File: config.mk
export PLATFORM = sky130hd
export DESIGN_NAME = hilo_unit
export DESIGN_NICKNAME = d
export VERILOG_FILES = /design/src/rtl/hilo_unit.sv
export SDC_FILE = /design/constraint.sdc
export NUM_CORES = 1
export LEC_CHECK = 0
export ABC_AREA = 1
export CAP_MARGIN = 20
export CORE_MARGIN = 3
export CORE_UTILIZATION = 43
export DETAILED_ROUTE_END_ITERATION = 10
export PLACE_DENSITY = 0.9
export SLEW_MARGIN = 20
export SYNTH_ARGS = -nofsm -noshare
export SYNTH_HDL_FRONTEND = slang
export SYNTH_SLANG_ARGS = --single-unit
File: constraint.sdc
create_clock -name clk -period 1.6 [get_ports clk]
set_input_delay 0.24 -clock clk [delete_from_list [all_inputs] [get_ports clk]]
set_output_delay 0.24 -clock clk [all_outputs]
set_load 0.05 [all_outputs]
File: src/rtl/hilo_unit.sv
// HI/LO register unit: MTHI/MTLO writes plus issue and retirement of MULT/MULTU to a 2-stage multiplier.
// Define HILO_MADD_MSUB_EN to make ops 1xx (MADD/MADDU/MSUB/MSUBU) accumulate into {hi,lo}.
module hilo_unit (
   input  logic        clk,
   input  logic        rst,
   input  logic        op_valid,
   input  logic [2:0]  op,
   input  logic [31:0] rs_val,
   input  logic [31:0] rt_val,
   input  logic        flush,
   output logic        stall,
   output logic        mul_en,
   output logic [31:0] mul_a,
   output logic [31:0] mul_b,
   output logic        mul_sign,
   input  logic        mul_data_ok,
   input  logic [63:0] mul_result,
   output logic [31:0] hi,
   output logic [31:0] lo
);

   typedef enum logic [1:0] {
      IDLE  = 2'd0,
      BUSY  = 2'd1,
      DRAIN = 2'd2
   } state_t;

   localparam logic [2:0] OP_MTHI = 3'b010;
   localparam logic [2:0] OP_MTLO = 3'b011;

   state_t      state_q, state_d;
   logic [31:0] hi_q, hi_d;
   logic [31:0] lo_q, lo_d;
   logic [31:0] a_q, a_d;
   logic [31:0] b_q, b_d;
   logic        sign_q, sign_d;
`ifdef HILO_MADD_MSUB_EN
   logic        acc_q, acc_d;
   logic        sub_q, sub_d;
`endif

   logic        mul_class;
   logic        dec_sign;
   logic        issue;
   logic [63:0] hilo_cur;
   logic [63:0] hilo_res;

   always_comb begin
`ifdef HILO_MADD_MSUB_EN
      mul_class = (op[2:1] == 2'b00) || op[2];
`else
      mul_class = (op[2:1] == 2'b00);
`endif
      // Signed for MULT (000), MADD (100) and MSUB (110).
      dec_sign = ~op[0] && (op != OP_MTHI);
      issue    = rst && op_valid && mul_class && !flush && (state_q == IDLE);
   end

   // The multiplier output is combinational on its operands, so they are held from the registers after issue.
   always_comb begin
      mul_en   = issue;
      mul_a    = issue ? rs_val   : a_q;
      mul_b    = issue ? rt_val   : b_q;
      mul_sign = issue ? dec_sign : sign_q;
      stall    = rst && (issue
                         || ((state_q == BUSY)  && !mul_data_ok)
                         || ((state_q == DRAIN) && op_valid));
   end

   always_comb begin
      hilo_cur = {hi_q, lo_q};
`ifdef HILO_MADD_MSUB_EN
      if (acc_q) begin
         hilo_res = sub_q ? (hilo_cur - mul_result) : (hilo_cur + mul_result);
      end else begin
         hilo_res = mul_result;
      end
`else
      hilo_res = mul_result;
`endif
   end

   always_comb begin
      state_d = state_q;
      hi_d    = hi_q;
      lo_d    = lo_q;
      a_d     = a_q;
      b_d     = b_q;
      sign_d  = sign_q;
`ifdef HILO_MADD_MSUB_EN
      acc_d   = acc_q;
      sub_d   = sub_q;
`endif
      case (state_q)
         IDLE: begin
            if (issue) begin
               state_d = BUSY;
               a_d     = rs_val;
               b_d     = rt_val;
               sign_d  = dec_sign;
`ifdef HILO_MADD_MSUB_EN
               acc_d   = op[2];
               sub_d   = op[1];
`endif
            end else if (op_valid && !flush) begin
               if (op == OP_MTHI) begin
                  hi_d = rs_val;
               end else if (op == OP_MTLO) begin
                  lo_d = rs_val;
               end
            end
         end
         BUSY: begin
            if (mul_data_ok) begin
               state_d = IDLE;
               if (!flush) begin
                  hi_d = hilo_res[63:32];
                  lo_d = hilo_res[31:0];
               end
            end else if (flush) begin
               state_d = DRAIN;
            end
         end
         DRAIN: begin
            // The cancelled product still arrives; wait it out and drop it.
            if (mul_data_ok) begin
               state_d = IDLE;
            end
         end
         default: begin
            state_d = IDLE;
         end
      endcase
   end

   always_ff @(posedge clk or negedge rst) begin
      if (!rst) begin
         state_q <= IDLE;
         hi_q    <= '0;
         lo_q    <= '0;
         a_q     <= '0;
         b_q     <= '0;
         sign_q  <= 1'b0;
`ifdef HILO_MADD_MSUB_EN
         acc_q   <= 1'b0;
         sub_q   <= 1'b0;
`endif
      end else begin
         state_q <= state_d;
         hi_q    <= hi_d;
         lo_q    <= lo_d;
         a_q     <= a_d;
         b_q     <= b_d;
         sign_q  <= sign_d;
`ifdef HILO_MADD_MSUB_EN
         acc_q   <= acc_d;
         sub_q   <= sub_d;
`endif
      end
   end

   assign hi = hi_q;
   assign lo = lo_q;

endmodule

==> flow_summary_export.csv, run 1 <==
group,metric,value,unit
outcome,status,"finished with violations",
outcome,violations,"setup timing",
logic_synthesis,syn_nets,958,
worst_setup_path,criticalPathCategory,"reg -> out",
die,core,13600,sq um
logic_synthesis,synth_largest_area_cell,"dfrtp_1",
final_layout,utilization,79.8,%
timing,finClkSkew,0.00924,ns
clock_network,cts-root-buf,"clkbuf_16",
worst_setup_path,crit_required,1.36,ns
detailed_routing,wl_per_cell,18.2,microns
logic_synthesis,netlist_area,6100,sq um
placed_design,io_buffers,266,
global_route,globalRouteTotalUtil,27.8,%
worst_setup_path,ff2ff_path_depth,11,
power,p_leak,0.00580,uW
clock_network,clock_latency,0.42,ns
worst_hold_path,hold_class,"in -> async",
global_route,grt_pass1_wl,34.5,mm
worst_setup_path,crit_fanout,9,
logic_synthesis,synth_cell_types,18,
logic_synthesis,syn_area_per_cell,7.43,sq um
detailed_routing,drc,0,
clock_network,clkSinkCount,131,
logic_synthesis,ys_seq_elements,131,
clock_network,cts_inserted_buffers,17,
logic_synthesis,ys_warn_count,0,
worst_setup_path,end_kind,"primary output",
timing,rsz0062_at_grt,"true",
worst_setup_path,start_kind,"register",
final_layout,antennaDiodeCount,0,
die,die_area,15700,sq um
die,io-pin-count,267,
placed_design,placedInstanceArea,9900,sq um
timing,max_slew_margin,44.1,%
clock_network,clock_path_buffers,2,
global_route,antenna_found_initial,0,
placed_design,gp_congestion,0.873,
timing,setup_viol,131,
die,die_height,125,microns
clock_network,cts_tree,"built",
timing,setup_slack,-0.574,ns
worst_setup_path,r2r_start,"state_q[1]$_DFFE_PN0P_",
flow_run,drv_cap,0,
timing,drv_slew,0,
global_route,overflow,0,
worst_setup_path,worstReg2RegEnd,"hi[0]$_DFFE_PN0P_",
final_layout,areaGrowthSynthToFinish,77.3,%
final_layout,nNetsFinal,1269,
timing,hold_violations,0,
global_route,first_global_vias,6912,
die,die_w,125,microns
detailed_routing,vias,6708,
logic_synthesis,synthTopCellsByArea,"dfrtp_1 54%, nand2_1 38%, buf_6 3.3%, buf_4 0.86%, inv_1 0.68%",
final_layout,drive_gt1_share,29.1,%
die,start_util,45.0,%
final_layout,finalInstanceArea,10800,sq um
placed_design,hpwl,16.1,mm
timing,worst_pin_slew,0.839,ns
logic_synthesis,seq_area_frac_synth,53.7,%
die,fp-row-count,42,
detailed_routing,drt-total-wl,24.0,mm
power,vdd_drop_max,1.07,mV
worst_setup_path,worstPathArrival,1.93,ns
clock_network,cts.clk_slew.worst_paths,0.05,ns
power,power_density,1510,nW/um^2
logic_synthesis,synthesis.instances,822,
timing,timing.final.crit_share,136,%
detailed_routing,via_per_inst,5.08,
detailed_routing,drt_iter0_markers,539,
timing,fin_crit,2.17,ns
detailed_routing,drtPass1Iterations,5,
logic_synthesis,synth_top_area_share,53.7,%
detailed_routing,antenna_left,0,
timing,fmax,0.460,GHz
worst_setup_path,rrSetupSlack,-0.20,ns
clock_network,htreeDepth,4,
global_route,grt_max_degree,66,
cells by family (layout without fill, tap and decap cells):
group	count (synthesis)	count (layout)	synth area share, %
AOI/OAI and AO/OA	5	5	0.451
DFF	131	131	53.7
buffers and inverters	48	369	5.74
and+or+nand+nor	638	639	40.1
power breakdown:
group / switching, uW / total, uW / internal, uW
registers: 423 / 4580 / 4160
clock network: 1370 / 3920 / 2550
logic: 4850 / 7810 / 2960
worst max-delay path, stage by stage, from the launching register on:
cell	delay, ns
dfrtp_1	0.41
nor2_2	0.16
nand2_2	0.09
nor2_4	0.17
buf_6	0.17
buf_12	0.15
nand2_1	0.11
nand2_2	0.11
buf_12	0.14
through the flow:
step | power, uW | setup slack [ns] | hold WS [ns] | cells | setup TNS [ns]
6_report | 16300 | -0.574 | 0.0371 | 1320 | -43.85
4_1_cts | 16200 | -0.486 | 0.0424 | 1306 | -29.29
5_1_grt | 16900 | -0.632 | 0.106 | 1320 | -53.80
3_5_place_dp | 12300 | -0.380 | 0.321 | 1275 | -42.68
2_1_floorplan | 8790 | 0.0169 | -0.0556 | 822 | 0
3_3_place_gp | 12100 | -0.326 | 0.316 | 1275 | -36.68
placed cells by master (no fill, tap or decap), drive strengths merged:
cell type,count
nand2,624
buf,187
clkdlybuf4s50,134
dfrtp,131
clkbuf,30
inv,12
nor2,9
nand3,4
o21ai,4
bufinv,3
clkinv,2
nor3,1
nand3b,1
o31ai,1
dlygate4sd3,1
registers in the layout, summed over array words and instances, names as in the netlist:
register  flops
a_q          32
sign_q        1
b_q          32
state_q       2
lo           32
hi           32
worst max-delay path by stage:
stage	slack, ns	startpoint	end	cells past startpoint
final	-0.57	state_q[1]$_DFFE_PN0P_	mul_b[12]	8
after detailed placement	-0.38	op_valid	mul_b[0]	9
after floorplan	0.02	state_q[1]$_DFFE_PN0P_	mul_a[10]	7
after CTS	-0.49	state_q[1]$_DFFE_PN0P_	mul_b[12]	7
after global placement	-0.33	op[2]	mul_a[30]	9
after global routing	-0.63	state_q[1]$_DFFE_PN0P_	mul_b[4]	8
repair_timing:
item	in CTS	in global routing
hold buffers	1	0
buffers inserted	0	6
gates resized for setup	6	43
setup endpoints to repair	67	131
pin swaps	0	1
cloned	0	8
hold endpoints to repair	34	0
cell type report:
cell class / count / area (sq um)
clock buffers: 25 / 485
clock inverters: 5 / 100
fillers: 774 / 2730
inverters: 12 / 45.0
multi-input cells: 644 / 2820
flip-flops and latches: 131 / 3280
well taps: 176 / 220
repair buffers: 327 / 3870
routing by layer:
layer	vias up	wire length, microns	global-route usage, %
met3	85	2520	11.2
met4	0	1060	12.6
li1	3096	-	-
met2	373	11700	47.5
met5	-	0	0
met1	3154	8700	30.4
Yosys cell counts:
library cell	number
buf_6	18
nor2_2	3
o21ai_0	4
dfrtp_1	131
buf_2	7
nand2_2	2
nor2_1	4
clkbuf_1	4
nor2_4	2
nand3b_1	1
nor3_1	1
o31ai_1	1
nand3_1	4
inv_1	11
inv_2	1
nand2_4	2
buf_4	7
nand2_1	619
Power figures use the tool's default switching activity.
==> run 2, diff against run 1 <==
TNS_END_PERCENT = 100   (was default)
==> results of run 2 <==
Final layout, timing and power as in run 1 (identical DEF).
